File: config.mk
export PLATFORM = sky130hd
export DESIGN_NAME = smvm_issue_ctrl_flat
export DESIGN_NICKNAME = d
export VERILOG_FILES = /design/src/rtl/smvm_issue_ctrl_if.sv /design/src/rtl/smvm_issue_ctrl.sv /design/src/flat_wrapper.sv
export SDC_FILE = /design/constraint.sdc
export NUM_CORES = 1
export LEC_CHECK = 0
export CORE_ASPECT_RATIO = 1.1
export CORE_MARGIN = 2
export CORE_UTILIZATION = 53
export CTS_CLUSTER_DIAMETER = 60
export DETAILED_ROUTE_END_ITERATION = 16
export PLACE_DENSITY = 0.85
export SYNTH_ARGS = -nofsm -noshare
export SYNTH_HDL_FRONTEND = slang
export SYNTH_SLANG_ARGS = --single-unit
export TNS_END_PERCENT = 50
File: constraint.sdc
create_clock -name clk -period 4.44 [get_ports clk]
set_clock_uncertainty 0.1 [all_clocks]
set_input_delay 1.332 -clock clk [delete_from_list [all_inputs] [get_ports clk]]
set_output_delay 1.332 -clock clk [all_outputs]
set_load 0.1 [all_outputs]
File: src/rtl/smvm_issue_ctrl_if.sv
// Handshake bundles for the SMVM issue controller: the nonzero input stream
// (source is master) and the lane-batch issue bus (controller is master).
interface smvm_in_if #(
  parameter int VW = 8,
  parameter int CW = 7
);
  logic          in_valid;
  logic          in_ready;
  logic [VW-1:0] in_val;
  logic [CW-1:0] in_col;
  logic          in_last;

  modport master (output in_valid, in_val, in_col, in_last, input in_ready);
  modport slave  (input in_valid, in_val, in_col, in_last, output in_ready);
endinterface

interface smvm_issue_if #(
  parameter int K  = 4,
  parameter int VW = 8,
  parameter int CW = 7
);
  logic                       issue_valid;
  logic                       issue_ready;
  logic [K*VW-1:0]            issue_val;
  logic [K*CW-1:0]            issue_col;
  logic [K-1:0]               issue_ipv;
  logic [$clog2(K+1)-1:0]     issue_cnt;

  modport master (output issue_valid, issue_val, issue_col, issue_ipv, issue_cnt,
                  input issue_ready);
  modport slave  (input issue_valid, issue_val, issue_col, issue_ipv, issue_cnt,
                  output issue_ready);
endinterface

File: src/rtl/smvm_issue_ctrl.sv
// Packs SMVM nonzeros into K-lane batches, issues them to the ALU with
// zero padding on the final partial batch, then waits out the ALU latency.
module smvm_issue_ctrl #(
  parameter int K       = 4,
  parameter int VW      = 8,
  parameter int CW      = 7,
  parameter int NW      = 10,
  parameter int ALU_LAT = 4
) (
  input  logic          clk,
  input  logic          rst_n,
  input  logic          start,
  input  logic [NW-1:0] cfg_nnz,
  smvm_in_if.slave      in_if,
  smvm_issue_if.master  iss_if,
  output logic          busy,
  output logic          done,
  output logic [NW-1:0] row_cnt,
  output logic [NW-1:0] batch_cnt
);
  // state | meaning
  // IDLE  | waiting for start, counters hold last matrix results
  // FILL  | accepting entries into lane[ptr]
  // ISSUE | batch presented to ALU, held until issue_ready
  // DRAIN | counting down ALU latency before done
  localparam int PW = $clog2(K + 1);
  localparam int DW = $clog2(ALU_LAT + 2);

  typedef enum logic [1:0] {IDLE, FILL, ISSUE, DRAIN} state_t;

  state_t                  state_q, state_d;
  logic [PW-1:0]           ptr_q, ptr_d;
  logic [NW-1:0]           rem_q, rem_d;
  logic [NW-1:0]           row_q, row_d;
  logic [NW-1:0]           batch_q, batch_d;
  logic [DW-1:0]           drain_q, drain_d;
  logic [K-1:0][VW-1:0]    val_q, val_d;
  logic [K-1:0][CW-1:0]    col_q, col_d;
  logic [K-1:0]            ipv_q, ipv_d;

  always_ff @(posedge clk or negedge rst_n) begin
    if (!rst_n) state_q <= IDLE;
    else        state_q <= state_d;
  end

  always_ff @(posedge clk or negedge rst_n) begin
    if (!rst_n) begin
      ptr_q   <= '0;
      rem_q   <= '0;
      row_q   <= '0;
      batch_q <= '0;
      drain_q <= '0;
      val_q   <= '0;
      col_q   <= '0;
      ipv_q   <= '0;
    end else begin
      ptr_q   <= ptr_d;
      rem_q   <= rem_d;
      row_q   <= row_d;
      batch_q <= batch_d;
      drain_q <= drain_d;
      val_q   <= val_d;
      col_q   <= col_d;
      ipv_q   <= ipv_d;
    end
  end

  always_comb begin
    state_d = state_q;
    ptr_d   = ptr_q;
    rem_d   = rem_q;
    row_d   = row_q;
    batch_d = batch_q;
    drain_d = drain_q;
    val_d   = val_q;
    col_d   = col_q;
    ipv_d   = ipv_q;
    case (state_q)
      IDLE: begin
        if (start) begin
          rem_d   = cfg_nnz;
          row_d   = '0;
          batch_d = '0;
          ptr_d   = '0;
          val_d   = '0;
          col_d   = '0;
          ipv_d   = '0;
          if (cfg_nnz != '0) begin
            state_d = FILL;
          end else begin
            // empty matrix spends one extra cycle so done lands at start+ALU_LAT+2
            state_d = DRAIN;
            drain_d = DW'(ALU_LAT + 1);
          end
        end
      end
      FILL: begin
        if (in_if.in_valid) begin
          for (int i = 0; i < K; i++) begin
            if (ptr_q == PW'(i)) begin
              val_d[i] = in_if.in_val;
              col_d[i] = in_if.in_col;
              ipv_d[i] = in_if.in_last;
            end
          end
          ptr_d = ptr_q + 1'b1;
          rem_d = rem_q - 1'b1;
          if (in_if.in_last) row_d = row_q + 1'b1;
          if ((ptr_d == PW'(K)) || (rem_d == '0)) state_d = ISSUE;
        end
      end
      ISSUE: begin
        if (iss_if.issue_ready) begin
          batch_d = batch_q + 1'b1;
          ptr_d   = '0;
          val_d   = '0;
          col_d   = '0;
          ipv_d   = '0;
          if (rem_q != '0) begin
            state_d = FILL;
          end else begin
            state_d = DRAIN;
            drain_d = DW'(ALU_LAT);
          end
        end
      end
      DRAIN: begin
        if (drain_q == '0) state_d = IDLE;
        else               drain_d = drain_q - 1'b1;
      end
      default: state_d = IDLE;
    endcase
  end

  // unfilled lanes are already zero because lanes clear on every transfer and start
  assign in_if.in_ready     = (state_q == FILL);
  assign iss_if.issue_valid = (state_q == ISSUE);
  assign iss_if.issue_val   = val_q;
  assign iss_if.issue_col   = col_q;
  assign iss_if.issue_ipv   = ipv_q;
  assign iss_if.issue_cnt   = (state_q == ISSUE) ? ptr_q : '0;

  assign busy      = (state_q != IDLE);
  assign done      = (state_q == DRAIN) && (drain_q == '0);
  assign row_cnt   = row_q;
  assign batch_cnt = batch_q;
endmodule

File: src/flat_wrapper.sv
// flat-port wrapper written by rule: the top's interface ports become plain ports
module smvm_issue_ctrl_flat 
#(
  parameter int K       = 4,
  parameter int VW      = 8,
  parameter int CW      = 7,
  parameter int NW      = 10,
  parameter int ALU_LAT = 4
)
  (clk, rst_n, start, cfg_nnz, busy, done, row_cnt, batch_cnt, in_if_in_valid, in_if_in_val, in_if_in_col, in_if_in_last, in_if_in_ready, iss_if_issue_valid, iss_if_issue_val, iss_if_issue_col, iss_if_issue_ipv, iss_if_issue_cnt, iss_if_issue_ready);
  smvm_in_if #(.VW(VW), .CW(CW)) in_if_i ();
  smvm_issue_if #(.K(K), .VW(VW), .CW(CW)) iss_if_i ();
  input  logic clk;
  input  logic rst_n;
  input  logic start;
  input  logic [NW-1:0] cfg_nnz;
  output logic busy;
  output logic done;
  output logic [NW-1:0] row_cnt;
  output logic [NW-1:0] batch_cnt;
  input wire logic [$bits(in_if_i.in_valid)-1:0] in_if_in_valid;
  input wire logic [$bits(in_if_i.in_val)-1:0] in_if_in_val;
  input wire logic [$bits(in_if_i.in_col)-1:0] in_if_in_col;
  input wire logic [$bits(in_if_i.in_last)-1:0] in_if_in_last;
  output wire logic [$bits(in_if_i.in_ready)-1:0] in_if_in_ready;
  output wire logic [$bits(iss_if_i.issue_valid)-1:0] iss_if_issue_valid;
  output wire logic [$bits(iss_if_i.issue_val)-1:0] iss_if_issue_val;
  output wire logic [$bits(iss_if_i.issue_col)-1:0] iss_if_issue_col;
  output wire logic [$bits(iss_if_i.issue_ipv)-1:0] iss_if_issue_ipv;
  output wire logic [$bits(iss_if_i.issue_cnt)-1:0] iss_if_issue_cnt;
  input wire logic [$bits(iss_if_i.issue_ready)-1:0] iss_if_issue_ready;
  assign in_if_i.in_valid = in_if_in_valid;
  assign in_if_i.in_val = in_if_in_val;
  assign in_if_i.in_col = in_if_in_col;
  assign in_if_i.in_last = in_if_in_last;
  assign in_if_in_ready = in_if_i.in_ready;
  assign iss_if_issue_valid = iss_if_i.issue_valid;
  assign iss_if_issue_val = iss_if_i.issue_val;
  assign iss_if_issue_col = iss_if_i.issue_col;
  assign iss_if_issue_ipv = iss_if_i.issue_ipv;
  assign iss_if_issue_cnt = iss_if_i.issue_cnt;
  assign iss_if_i.issue_ready = iss_if_issue_ready;
  smvm_issue_ctrl #(.K(K), .VW(VW), .CW(CW), .NW(NW), .ALU_LAT(ALU_LAT)) u_core (.clk(clk), .rst_n(rst_n), .start(start), .cfg_nnz(cfg_nnz), .in_if(in_if_i), .iss_if(iss_if_i), .busy(busy), .done(done), .row_cnt(row_cnt), .batch_cnt(batch_cnt));
endmodule
* Word-level counts from Yosys, hierarchy flattened *
Index checks and enable logic that the tools add are counted.
W data, S select, Z words.

storage, ports and cells
  register bits after elaboration = 102
  bits of input ports = 31

cells by class
  reduce and logical (&&, ||, !) cells = 23
  muxes and demuxes = 52
  $add $sub $neg = 5
  equal/unequal tests = 20

operators with widths
  kind                     number
  $mux W32                 3
  $pmux W32 S3             1
  $mux W28                 3
  $pmux W28 S3             1
  $mux W10                 6
  $pmux W10 S2             3
  $mux W8                  4
  $mux W7                  4
  $mux W3                  9
  $reduce_and A5 Y1        5
  $add A10 B1 Y10 const B  2
  $reduce_bool A10 Y1      2
  $pmux W3 S3              2
  $mux W2                  7
  $ne A2 B1 Y1 const B     7
  $mux W4                  3
  $ne A2 B2 Y1 const B     6
  $pmux W4 S3              1
  $logic_not A10 Y1        1
  $sub A10 B1 Y10 const B  1
  $pmux W2 S4              1
  $reduce_and A4 Y1        2
  $eq A3 B2 Y1 const B     2
  $logic_not A3 Y1         2
  other kinds (14)         22

* Depth between registers and ports, before layout *
Gate-level depths: netlist of the first run.

  depth in word-level cells = 6
  gate-level depth with buffers = 7

* Least setup slack after synthesis of the first run *
No wires, ideal clock.

  kind = register to output
  start point = register u_core.state_q[0]
  end point = output port iss_if_issue_cnt[0]
  stages on the path, launching flop included = 4
  data arrival time = 2.906 ns
  path slack = 0.102 ns
  path buffers = 1
  path through = dfrtp_1 -> buf_2 -> nor2b_1 -> and2_1

on the way
  word-level cells in the longest chain between the ends = 2

ends and longest elaborated chain
  item                      line                    RTL
  start: declaration        smvm_issue_ctrl.sv:31   state_t state_q, state_d;
  start signal: assignment  smvm_issue_ctrl.sv:43   else state_q <= state_d;
  $eq A2 B2 Y1              -
  net iss_if_issue_valid    flat_wrapper.sv:26      output wire logic [$bits(iss_if_i.issue_valid)-1:0] iss_if_issue_valid;
  $mux W3                   smvm_issue_ctrl.sv:141  assign iss_if.issue_cnt = (state_q == ISSUE) ? ptr_q : '0;
  end: declaration          flat_wrapper.sv:30      output wire logic [$bits(iss_if_i.issue_cnt)-1:0] iss_if_issue_cnt;

The timed path passes the listed nets, and every way through them passes these cells.

* Worst setup path in the final report of the first run *
  start point = register u_core.row_q[2] (netlist: u_core.row_cnt[2])
  end point = output port row_cnt[2]

RTL lines
  item                      line                   RTL
  start: declaration        smvm_issue_ctrl.sv:34  logic [NW-1:0] row_q, row_d;
  start signal: assignment  smvm_issue_ctrl.sv:59  row_q <= row_d;
  end: declaration          flat_wrapper.sv:19     output logic [NW-1:0] row_cnt;

No word-level cell between the ends.

==> metrics.txt, run 1 <==
dominant combinational cell family by area after synthesis=multiplexers; post-synthesis mux area share=15.8%; Post-Syn Nets=461; Sink Count=102; RSZ-0062 raised after global routing=no; placement row count=36; Slew headroom=30.7%; Tmin final=3.44 ns; area occupied by multi-input gates=2160 sq um; maximum clock frequency=0.290 GHz; Tightest Pin Transition=1.04 ns; vias per inst=5.62; Crit Path Class=reg -> out; Yosys Warn Count=0; initial core utilization=54.3%; antenna cells=0; tightest hold margin=0.413 ns; Initial DRC Count=182; Core Util, Final=71.4%; hold_buf cts=0; met1 Resource Use GR=30.9%; Root Driver=clkbuf_8; Synth Area in Compound Gates=9.37%; number of buffer and inverter instances along the worst setup path=1; DR vias=3688; die area=9880 sq um; GPL Wtd Cong=0.855; slowest CP cell=clkdlybuf4s50_1; final setup TNS=0 ns; clock buffer depth=2; GRT Max-Usage Layer=met2; CTS Buf Count=9; arrival time worst endpoint=2.01 ns; initial antenna violation count=0; post-synthesis area per instance=11.5 sq um; worst path required time=3.01 ns; fill cell count=613; fin area=6330 sq um; Final Setup Violations=0; Yosys cell types=52; TritonRoute pass-1 iters=4; crit end category=output pin; Hold Violations, Final=0; PortBufs=121; status=completed; cells resized by post-CTS repair=0; Post-Syn Area=4820 sq um; Area Overhead vs Synth=31.4%; core footprint=8870 sq um; post-synthesis simple-gate area fraction=13.2%; Slew Limit Fails=0; post-synthesis xor/xnor area fraction=3.09%; CP Max Fanout=6; Cell Chain, Critical Path=clkdlybuf4s50_1; Post-synth EDFFs=0; Cells after Synth=418; Synth Flop Type=dfrtp_1; critical path's top delay family=buffers and inverters; met3 usage=2.90%; Async SR Flop Fraction=100%; Post-CTS Setup Inserts=0; Avg WL per Cell=17.2 um; Overall Global Routing Usage=24.0%; Adder-Cell Fraction of Synth Area=3.11%; # IOs=122; Antenna Nets Post-Route=0; vias in the first global route=3675; GR Overflow Total=0; M2 GR Usage=40.9%; Clock Latency Late Sink=0.36 ns; sequential-to-total area share from yosys stat=52.9%; CTS H-tree lvls=3; HPWL after detailed placement=8.15 mm; largest net degree at the start of global routing=61; Worst-path clk slew=0.10 ns; register area=2550 sq um; placed inst area=6140 sq um; maxcap violations=0; TritonCTS clock tree=built; post-route DRC violation count=0; CP startpoint kind=register; die height=104 um; layout cells sized above 1=19.4%; nets=580; Synth Register Bits=102; worst min-delay path category=reg -> reg; DIE WIDTH=94.9 um; period utilization=77.6%; final wirelength=11.3 mm; CP peak stage delay=1.18 ns; first-pass GRT wire length=18.4 mm
-- metal layers --
metal	up-vias	share of wire [%]
li1	1718	-
met1	1835	41
met2	113	53
met3	22	3.8
met4	0	2.7
met5	-	0
-- Yosys cell counts (5+ instances only) --
cell type	count	area, sq um
and2_1	19	119
o21ai_0	17	85.1
xnor2_1	5	43.8
clkbuf_1	9	33.8
nand3_1	18	90.1
o22ai_1	5	31.3
xor2_1	12	105
inv_1	11	41.3
nor2_1	37	139
dfrtp_1	102	2550
buf_2	7	35.0
a21oi_1	16	80.1
mux2_2	64	721
and3_1	5	31.3
ha_1	12	150
nand2_1	15	56.3
-- logic make-up (layout without fill, tap and decap cells) --
| logic type | Yosys count | in the layout |
|---|---|---|
| and+or+nand+nor | 121 | 121 |
| AOI/OAI and AO/OA | 69 | 69 |
| adders and majority gates | 12 | 12 |
| muxes | 68 | 68 |
| xor gates and xnor gates | 17 | 17 |
| buffers and inverters | 29 | 153 |
| DFF | 102 | 102 |
-- cell type report --
class                           instances  area share (%)
Sequential cell                       102            40.3
Multi-Input combinational cell        287            34.1
Timing Repair Buffer                  126            19.6
Tap cell                              114            2.25
Clock buffer                           10            2.01
Clock inverter                          6            1.07
Inverter                               11           0.652
-- worst paths after layout --
| kind | from | end | slack [ns] | depth (start not counted) |
|---|---|---|---|---|
| min in group asynchronous | rst_n | u_core.rem_q[2] | 0.93 | 1 |
| setup / recovery | u_core.row_cnt[2] | row_cnt[2] | 1.0 | 1 |
| setup reg to reg | u_core.rem_q[1] | u_core.state_q[0] | 1.88 | 7 |
| hold reg to reg | u_core.iss_if.issue_col[6] | u_core.iss_if.issue_col[6] | 0.41 | 1 |
| hold / removal | u_core.iss_if.issue_col[6] | u_core.iss_if.issue_col[6] | 0.41 | 1 |
| max in group asynchronous | rst_n | u_core.ptr_q[2] | 2.49 | 2 |
-- state kept, by name, summed over array words and instances, names as in the netlist --
signal	count
u_core.iss_if.issue_val	32
u_core.iss_if.issue_ipv	4
u_core.row_cnt	10
u_core.state_q	2
u_core.batch_cnt	10
u_core.iss_if.issue_col	28
u_core.rem_q	10
u_core.ptr_q	3
u_core.drain_q	3
-- placed cells by master (no fill, tap or decap), types with 3 or more instances in the layout --
cell               n
nor2b_1            4
o2bb2ai_1          3
clkbuf_8           9
xor2_1            12
mux2i_1            4
and3_1             5
dfrtp_1          102
nand2_1           15
buf_4             12
xnor2_1            5
nor3_1             4
nand2b_1           4
and2_1            19
nor2_1            37
o21ai_0           17
ha_1              12
o22ai_1            5
o21ai_2            5
inv_1             11
a211oi_1           3
a21oi_1           16
clkdlybuf4s50_1  113
nand3_1           18
mux2_2            64
-- metrics by stage --
stage,std cells,setup slack [ns]
floorplan,418,0.102
global placement,640,1.05
detailed placement,640,0.980
CTS,656,0.992
global route,656,0.941
finish,656,0.996
Power of run 1 is not shown: default switching activity piles up to over one toggle a cycle in this logic, so the estimate is an artifact.
==> run 2: changes to the inputs <==
--- a/config.mk
+++ b/config.mk
@@ -7,10 +7,10 @@
 export LEC_CHECK = 0
 export CORE_ASPECT_RATIO = 1.1
 export CORE_MARGIN = 2
-export CORE_UTILIZATION = 53
+export CORE_UTILIZATION = 45
 export CTS_CLUSTER_DIAMETER = 60
 export DETAILED_ROUTE_END_ITERATION = 16
-export PLACE_DENSITY = 0.85
+export PLACE_DENSITY = 0.77
 export SYNTH_ARGS = -nofsm -noshare
 export SYNTH_HDL_FRONTEND = slang
 export SYNTH_SLANG_ARGS = --single-unit
==> constraint.sdc (replaced) <==
create_clock -name clk -period 2.85 [get_ports clk]
set_clock_uncertainty 0.1 [all_clocks]
set_input_delay 0.855 -clock clk [delete_from_list [all_inputs] [get_ports clk]]
set_output_delay 0.855 -clock clk [all_outputs]
set_load 0.1 [all_outputs]
==> run 2 against run 1 <==
  * Critical path type unchanged
  * Sequential share of layout area is 1.1 points lower
  * Final cell count is 5.9% higher
  * Hold slack worse by 0.0072 ns
  * Critical path depth is 1 higher
  * Register-to-register slack worse by 1.6 ns
  * Highest routed layer unchanged
  * Worst setup slack worse by 0.83 ns
  * Utilization is 8.7 points lower
  * Global-route usage is 3.5 points lower
==> metrics.txt, run 2 (synthesized netlist as in run 1, its figures left out) <==
first-pass GRT wire length=18.7 mm (+1.4%); initial antenna violation count=0 (unchanged); maximum clock frequency=0.373 GHz; antenna cells=0 (unchanged); post-route DRC violation count=0 (unchanged); Sink Count=102 (unchanged); status=completed; final wirelength=11.2 mm (-0.13%); fin area=6510 sq um (+2.8%); RSZ-0062 raised after global routing=no; cells resized by post-CTS repair=0 (unchanged); vias per inst=5.26 (-6.4%); Overall Global Routing Usage=20.5% (-3.5 points); leading cell type in the layout, fill and taps excluded=dfrtp_1; vias in the first global route=3757 (+2.2%); Root Driver=clkbuf_16; met1 Resource Use GR=27.5% (-3.4 points); M2 GR Usage=32.3% (-8.6 points); Clock Latency Late Sink=0.33 ns (-0.03 ns); most frequent cells in the layout=102 x dfrtp_1, 95 x buf_4, 64 x mux2_2; DIE WIDTH=103 um (+8.2%); WHS Endpoint=u_core.iss_if.issue_col[21]; critical path's top delay family=flip-flops; Area Overhead vs Synth=35.1%; Cell Chain, Critical Path=and4b_1 > buf_12; PortBufs=121 (unchanged); GRT Max-Usage Layer=met2; GPL Wtd Cong=0.859 (+0.39%); crit end category=output pin; CP Max Fanout=22 (+16); # IOs=122 (unchanged); CP startpoint kind=register; hold wc startpoint=u_core.iss_if.issue_col[21]; core footprint=10400 sq um (+17%); Post-CTS Setup Inserts=0 (unchanged); Slew headroom=54.6% (+24 points); CP peak stage delay=0.78 ns (-0.40 ns); placed inst area=6190 sq um (+0.77%); initial core utilization=46.4% (-7.9 points); Tmin final=2.68 ns; placement row count=39 (+8.3%); DR vias=3658 (-0.81%); arrival time worst endpoint=1.73 ns (-0.28 ns); met3 usage=6.85% (+4.0 points); Initial DRC Count=197 (+8.2%); RR Endpoint=u_core.state_q[1]; CTS H-tree lvls=3 (unchanged); hold_buf cts=0 (unchanged); number of buffer and inverter instances along the worst setup path=1 (unchanged); final setup TNS=0 ns (unchanged); R2R Path Start=u_core.rem_q[0]; TritonRoute pass-1 iters=4 (unchanged); period utilization=94.2%; nets=590 (+1.7%); clock buffer depth=2 (unchanged); worst path required time=1.90 ns (-1.11 ns); worst min-delay path category=reg -> reg; Core Util, Final=62.6% (-8.7 points); Final Setup Violations=0 (unchanged); Tightest Pin Transition=0.681 ns (-0.355 ns); die height=113 um (+8.2%); CTS Buf Count=9 (unchanged); layout cells sized above 1=36.2% (+17 points); Hold Path Depth=1 (unchanged); slowest CP cell=dfrtp_1; TritonCTS clock tree=built; Worst-path clk slew=0.07 ns (-0.03 ns); GR Overflow Total=0 (unchanged); Hold Violations, Final=0 (unchanged); Crit Path Class=reg -> out; die area=11600 sq um (+17%); max reg flops=32 (unchanged); setup slack, reg-to-reg=0.29 ns (-1.59 ns); Avg WL per Cell=16.2 um (-5.7%); Antenna Nets Post-Route=0 (unchanged); HPWL after detailed placement=7.90 mm (-3.1%); Slew Limit Fails=0 (unchanged); maxcap violations=0 (unchanged); largest net degree at the start of global routing=48 (-21%); FF-to-FF path depth=7 (unchanged); tightest hold margin=0.406 ns (-0.00722 ns)
run 2: worst max path at each step:
stage,end,depth (start not counted),slack [ns],from
finish,done,2,0.17,u_core.state_q[0]
global route,done,2,0.07,u_core.state_q[0]
CTS,done,2,0.16,u_core.state_q[0]
detailed placement,u_core.drain_q[0],6,-0.03,cfg_nnz[5]
global placement,u_core.drain_q[0],6,0.03,cfg_nnz[5]
floorplan,iss_if_issue_cnt[0],3,-0.06,u_core.state_q[1]
run 2: routing by layer:
| metal | part of all wire [%] | vias to the layer above |
|---|---|---|
| li1 | - | 1737 |
| met1 | 43 | 1790 |
| met2 | 48 | 121 |
| met3 | 8.5 | 10 |
| met4 | 1.1 | 0 |
| met5 | 0 | - |
run 2: cell type report:
class	count	area, sq um
fillers	836	3880
flip-flops and latches	102	2550
multi-input cells	287	2170
repair buffers	136	1240
clock buffers	12	246
well taps	143	179
clock inverters	4	77.6
inverters	11	41.3
run 2: metrics by stage:
stage,setup WS (ns),cells
final,0.166,695
after floorplan,-0.0553,418
after global placement,0.0283,679
after detailed placement,-0.0333,679
after global routing,0.0715,695
after CTS,0.155,695
Power of run 2 is left out for the same reason.
